--- config.mk ---
export PLATFORM = sky130hd
export DESIGN_NAME = tlb_exception_ctrl
export DESIGN_NICKNAME = d
export VERILOG_FILES = /design/src/rtl/exc_pkg.sv /design/src/rtl/exc_flush_timer.sv /design/src/rtl/tlb_exception_ctrl.sv
export SDC_FILE = /design/constraint.sdc
export NUM_CORES = 1
export LEC_CHECK = 0
export CAP_MARGIN = 20
export CORE_ASPECT_RATIO = 1.2
export CORE_MARGIN = 3
export CORE_UTILIZATION = 50
export CTS_CLUSTER_SIZE = 24
export DETAILED_ROUTE_END_ITERATION = 6
export DONT_BUFFER_PORTS = 1
export PLACE_DENSITY = 0.7
export SYNTH_ARGS = -nofsm -noshare
export SYNTH_HDL_FRONTEND = slang
export SYNTH_HIERARCHICAL = 1
export SYNTH_SLANG_ARGS = --single-unit
--- constraint.sdc ---
create_clock -name clk -period 1.9 [get_ports clk]
set_input_delay 0.285 -clock clk [delete_from_list [all_inputs] [get_ports clk]]
set_output_delay 0.285 -clock clk [all_outputs]
set_load 0.02 [all_outputs]
--- src/rtl/exc_pkg.sv ---
// Shared types and defaults for the TLB-miss trap controller.
package exc_pkg;

    typedef enum logic [2:0] {
        ST_IDLE,
        ST_ENTER_FLUSH,
        ST_ENTER_REDIR,
        ST_HANDLER,
        ST_RET_FLUSH,
        ST_RET_REDIR,
        ST_HALT
    } exc_state_t;

    typedef enum logic {
        CAUSE_ITLB = 1'b0,
        CAUSE_DTLB = 1'b1
    } exc_cause_t;

    localparam logic [31:0] HANDLER_VECTOR_DEFAULT = 32'h0000_2000;
    localparam int          FLUSH_CYCLES_DEFAULT   = 3;

endpackage

--- src/rtl/exc_flush_timer.sv ---
// Load/decrement down-counter that times the flush window on trap entry and return.
module exc_flush_timer #(
    parameter int FLUSH_CYCLES = 3
) (
    input  logic clk,
    input  logic reset,
    input  logic load,
    input  logic dec,
    output logic done
);

    localparam int CW = $clog2(FLUSH_CYCLES + 1);

    logic [CW-1:0] count_q;
    logic [CW-1:0] count_d;

    always_comb begin
        count_d = count_q;
        if (load) begin
            count_d = CW'(FLUSH_CYCLES - 1);
        end else if (dec && (count_q != '0)) begin
            count_d = count_q - 1'b1;
        end
    end

    always_ff @(posedge clk) begin
        if (reset) begin
            count_q <= '0;
        end else begin
            count_q <= count_d;
        end
    end

    assign done = (count_q == '0);

endmodule

--- src/rtl/tlb_exception_ctrl.sv ---
// TLB-miss trap sequencer: arbitrates i/d misses, flushes, redirects to the handler and back on IRET.
module tlb_exception_ctrl
    import exc_pkg::*;
#(
    parameter logic [31:0] HANDLER_VECTOR = HANDLER_VECTOR_DEFAULT,
    parameter int          FLUSH_CYCLES   = FLUSH_CYCLES_DEFAULT
) (
    input  logic        clk,
    input  logic        reset,
    input  logic        itlb_miss,
    input  logic [31:0] itlb_pc,
    input  logic        dtlb_miss,
    input  logic [31:0] dtlb_pc,
    input  logic [31:0] dtlb_vaddr,
    input  logic        iret_req,
    input  logic [31:0] epc_in,
    output logic        tlb_miss,
    output logic [31:0] tlb_pc_reg,
    output logic [31:0] tlb_addr_reg,
    output logic        iret,
    output logic        exc_cause,
    output logic        flush,
    output logic        stall,
    output logic        pc_redirect,
    output logic [31:0] pc_target,
    output logic        double_fault
);

    exc_state_t state_q, state_d;
    exc_cause_t cause_q, cause_d;
    logic [31:0] pc_q, pc_d, addr_q, addr_d, epc_q, epc_d;
    logic        timer_load, timer_dec, timer_done;

    logic        tlb_miss_q, tlb_miss_d, iret_q, iret_d;
    logic        flush_q, flush_d, stall_q, stall_d;
    logic        redir_q, redir_d, dfault_q, dfault_d;
    logic [31:0] target_q, target_d;

    exc_flush_timer #(.FLUSH_CYCLES(FLUSH_CYCLES)) u_timer (
        .clk   (clk),
        .reset (reset),
        .load  (timer_load),
        .dec   (timer_dec),
        .done  (timer_done)
    );

    always_ff @(posedge clk) begin
        if (reset) begin
            state_q <= ST_IDLE;
        end else begin
            state_q <= state_d;
        end
    end

    // Next state plus fault/EPC capture; dTLB wins because its instruction is older.
    always_comb begin
        state_d = state_q;
        cause_d = cause_q;
        pc_d    = pc_q;
        addr_d  = addr_q;
        epc_d   = epc_q;
        unique case (state_q)
            ST_IDLE: begin
                if (dtlb_miss) begin
                    state_d = ST_ENTER_FLUSH;
                    cause_d = CAUSE_DTLB;
                    pc_d    = dtlb_pc;
                    addr_d  = dtlb_vaddr;
                end else if (itlb_miss) begin
                    state_d = ST_ENTER_FLUSH;
                    cause_d = CAUSE_ITLB;
                    pc_d    = itlb_pc;
                    addr_d  = itlb_pc;
                end
            end
            ST_ENTER_FLUSH: if (timer_done) state_d = ST_ENTER_REDIR;
            ST_ENTER_REDIR: state_d = ST_HANDLER;
            ST_HANDLER: begin
                if (dtlb_miss || itlb_miss) begin
                    state_d = ST_HALT;
                end else if (iret_req) begin
                    state_d = ST_RET_FLUSH;
                    epc_d   = epc_in;
                end
            end
            ST_RET_FLUSH:   if (timer_done) state_d = ST_RET_REDIR;
            ST_RET_REDIR:   state_d = ST_IDLE;
            ST_HALT:        state_d = ST_HALT;
            default:        state_d = ST_IDLE;
        endcase
    end

    assign timer_load = ((state_q == ST_IDLE)    && (state_d == ST_ENTER_FLUSH)) ||
                        ((state_q == ST_HANDLER) && (state_d == ST_RET_FLUSH));
    assign timer_dec  = (state_q == ST_ENTER_FLUSH) || (state_q == ST_RET_FLUSH);

    // Outputs are decoded from the upcoming state so every port comes straight from a flop.
    always_comb begin
        tlb_miss_d = (state_q == ST_IDLE) && (state_d == ST_ENTER_FLUSH);
        iret_d     = (state_q == ST_HANDLER) && (state_d == ST_RET_FLUSH);
        flush_d    = (state_d == ST_ENTER_FLUSH) || (state_d == ST_RET_FLUSH);
        stall_d    = flush_d || (state_d == ST_HALT);
        redir_d    = (state_d == ST_ENTER_REDIR) || (state_d == ST_RET_REDIR);
        dfault_d   = dfault_q || (state_d == ST_HALT);
        target_d   = target_q;
        if (state_d == ST_ENTER_REDIR) begin
            target_d = HANDLER_VECTOR;
        end else if (state_d == ST_RET_REDIR) begin
            target_d = epc_q;
        end
    end

    always_ff @(posedge clk) begin
        if (reset) begin
            cause_q    <= CAUSE_ITLB;
            pc_q       <= '0;
            addr_q     <= '0;
            epc_q      <= '0;
            tlb_miss_q <= 1'b0;
            iret_q     <= 1'b0;
            flush_q    <= 1'b0;
            stall_q    <= 1'b0;
            redir_q    <= 1'b0;
            dfault_q   <= 1'b0;
            target_q   <= '0;
        end else begin
            cause_q    <= cause_d;
            pc_q       <= pc_d;
            addr_q     <= addr_d;
            epc_q      <= epc_d;
            tlb_miss_q <= tlb_miss_d;
            iret_q     <= iret_d;
            flush_q    <= flush_d;
            stall_q    <= stall_d;
            redir_q    <= redir_d;
            dfault_q   <= dfault_d;
            target_q   <= target_d;
        end
    end

    assign tlb_miss     = tlb_miss_q;
    assign tlb_pc_reg   = pc_q;
    assign tlb_addr_reg = addr_q;
    assign iret         = iret_q;
    assign exc_cause    = cause_q;
    assign flush        = flush_q;
    assign stall        = stall_q;
    assign pc_redirect  = redir_q;
    assign pc_target    = target_q;
    assign double_fault = dfault_q;

endmodule

==> results.md <==
* Drt total wl at 13.2 mm
* Final Slew Violations at 0
* Remaining antenna violation count at 0
* Maxcap violations at 0
* Failing checks: DRC, hold timing
* Cells after Synth at about 580
* Layout area overhead at 14.1%
* Final Hold Viols at 48
* CTS sink cnt at 140
* DRC at 4
* Die width at slightly below 100 µm
* Unrepaired setup endpoints after global routing: true
* CP max stage cell: or4_2
* Nets at 695
* Power, Total at 8170 µW
* Vias at 4260
* Rows at 39
* Detailed placer's ending HPWL at 9.03 mm
* Met1 Use GR at between 20 and 25%
* GRT Resource Usage Total at roughly 22%
* Final period util at 96.1%
* Inserted Clock Buffers at 17
* Post-synth EDFFs at 0
* Layout cells sized above 1 at 9.08%
* Yosys reg bits at 140
* Ys flop type: dfxtp_1
* Multi-input combinational cell area at 2110 µm²
* Post-synth top area share at 54.6%
* N_diodes at 0
* # setup viols final at 0
* Post-CTS Setup Bufs at 0
* Max Clock Skew at around 5.9 ps
* Max incr delay on CP at around 710 ps
* Initial antenna violation count at 0
* Yosys warns at 6
* Area of the core at 9760 µm²
* PD cells at 1390 nW/µm²
* VDD IR max at 661 µV
* Status: finished, violations left
* Dominant cells by area after synthesis: dfxtp_1 (55%), a222oi_1 (12%), nand2_1 (9.4%), a21oi_1 (6.9%), nor2_1 (5.6%)
* Slew @ Worst Pin at 372 ps
* Port Buf Inserts at 0
* Starting DRC count in detailed routing at 372
* Async S/R FF share, synth at 0%
* Met3 track utilization from global routing at 6.94%
* Cts hold-fix bufs at 2
* Worst setup EP type: flip-flop
* CP delay by family, top: simple AND/OR/NAND/NOR gates
* Worst-Skew Late Latency at slightly above 400 ps
* Tmin final at 1830 ps
* Final GP Congestion at 0.861
* Avg Cell Area, Syn at roughly 8.8 µm²
* Fin Setup TNS at 0 ps
* Drt pass-1 iters at 7
* CP startpoint kind: flip-flop
* CP arrival at ~2100 ps
* Most Used Layer, Global Route: met2
* CP required at 2190 ps
* Reg area at 2800 µm²
* Post-Syn Area at 5130 µm²
* Final setup margin at 73.7 ps
* LEAKAGE at 0.00205 µW
* Clk slew on worst S/H paths at ~60 ps
* Relative slew margins at 75.0%
* Clock Path Buffers at 2
* Register area share after synthesis at 54.6%
* Vias per std cell at 6.12
* Crit-path cells: or4_2, buf_6, a222oi_1, nor2_1
* Fill cells at 867
* Pin count of the biggest net entering global routing at between 100 and 150
* Post-Syn Nets at 715
* Die Height at roughly 120 µm
* Global Route met2 Usage at 37.3%
* Buf/Inv on CP at 1
* Grt total ovfl at 0
* Die area at 11500 µm²
* Final hold slack at -48.3 ps
* Final Util at 60.0%
* Synth unique cells at 36
* Cell taking the most area after synthesis: dfxtp_1
* CTS tree: built
* Vias in the first global route at between 4000 and 5000
* CTS Root Cell: clkbuf_16
* Hold Crit Class: input pin to flip-flop
* Critical path peak fanout at 36
* Place WS at approximately 64 ps
* CP Class: flip-flop to flip-flop
* Htree depth at 4
* First-pass GRT wire length at 20.1 mm
* FMAX at 548 MHz
* Initial Utilization at 52.6%
* WL/cell at 19.0 µm
* Top-level I/O count at roughly 240
[worst register-to-register path: stages, from the launching register on]
cell      delay (ps)
dfxtp_1          310
or4_2            710
buf_6            230
a222oi_1         410
nor2_1            60
[placed cells by master, fill, tap and decap left out, types with 4 or more instances in the layout]
master     instances
a21oi_1           71
nor2b_1            4
buf_4              6
nor2_1            76
clkinv_4           4
dfxtp_1          140
nand2b_1           5
clkbuf_16         17
nand2_1          129
buf_12             5
a222oi_1          62
nor3_1             6
[synth_stat cells, drive strengths merged (2+ instances only)]
cell type,number
dfxtp,140
nand2,129
nor2,78
a21oi,71
a222oi,62
clkbuf,45
buf,9
nand2b,6
nor3,6
nor2b,5
a211oi,3
inv,3
nor4,3
o21ai,3
a21o,2
[path summary, 6_finish.rpt]
check / from / endpoint / slack, ps / depth (start not counted)
worst min register to register: epc_q[12] / epc_q[12] / 450 / 2
worst min-delay path: reset / tlb_miss / -50 / 1
worst max register to register: state_q[2] / tlb_addr_reg[3] / 70 / 4
worst max-delay path: state_q[2] / tlb_addr_reg[3] / 70 / 4
[cells by family after synthesis]
| logic type | synth area share (%) |
|---|---|
| AOI/OAI and AO/OA | 21.2 |
| xor gates and xnor gates | 0.171 |
| adders and majority gates | 0.244 |
| buffers and inverters | 4.80 |
| DFF | 54.6 |
| muxes | 0.219 |
| and+or+nand+nor | 18.8 |
[per-stage QoR]
stage	cell area (µm²)	instances
2_1_floorplan	5130	581
3_3_place_gp	5240	663
3_5_place_dp	5240	663
4_1_cts	5850	696
5_1_grt	5860	696
6_report	5860	696
[metal layers]
| layer | up-vias | share of wire [%] |
|---|---|---|
| met3 | 24 | 8.9 |
| li1 | 2049 | - |
| met4 | 0 | 2.9 |
| met1 | 1979 | 37 |
| met2 | 208 | 51 |
| met5 | - | 0 |
[power by group]
group	switching (µW)	internal (µW)	leakage, µW
Sequential	496	3210	0.00114
Combinational	679	518	0.000626
Clock	1250	2020	0.000284
Total	2420	5750	0.00205
[repair_timing]
| action | in CTS | in global routing |
|---|---|---|
| resized for setup | 0 | 3 |
| setup endpoints to repair | 0 | 24 |
| hold endpoints to repair | 107 | 105 |
[cell type report]
cell class	count	area share, %
clock inverter	11	2.33
multi-input combinational	384	36.0
inverter	3	0.192
sequential	140	47.8
tap	123	2.63
timing repair buffer	15	3.20
clock buffer	20	7.80
(Power assumes the default switching activity.)
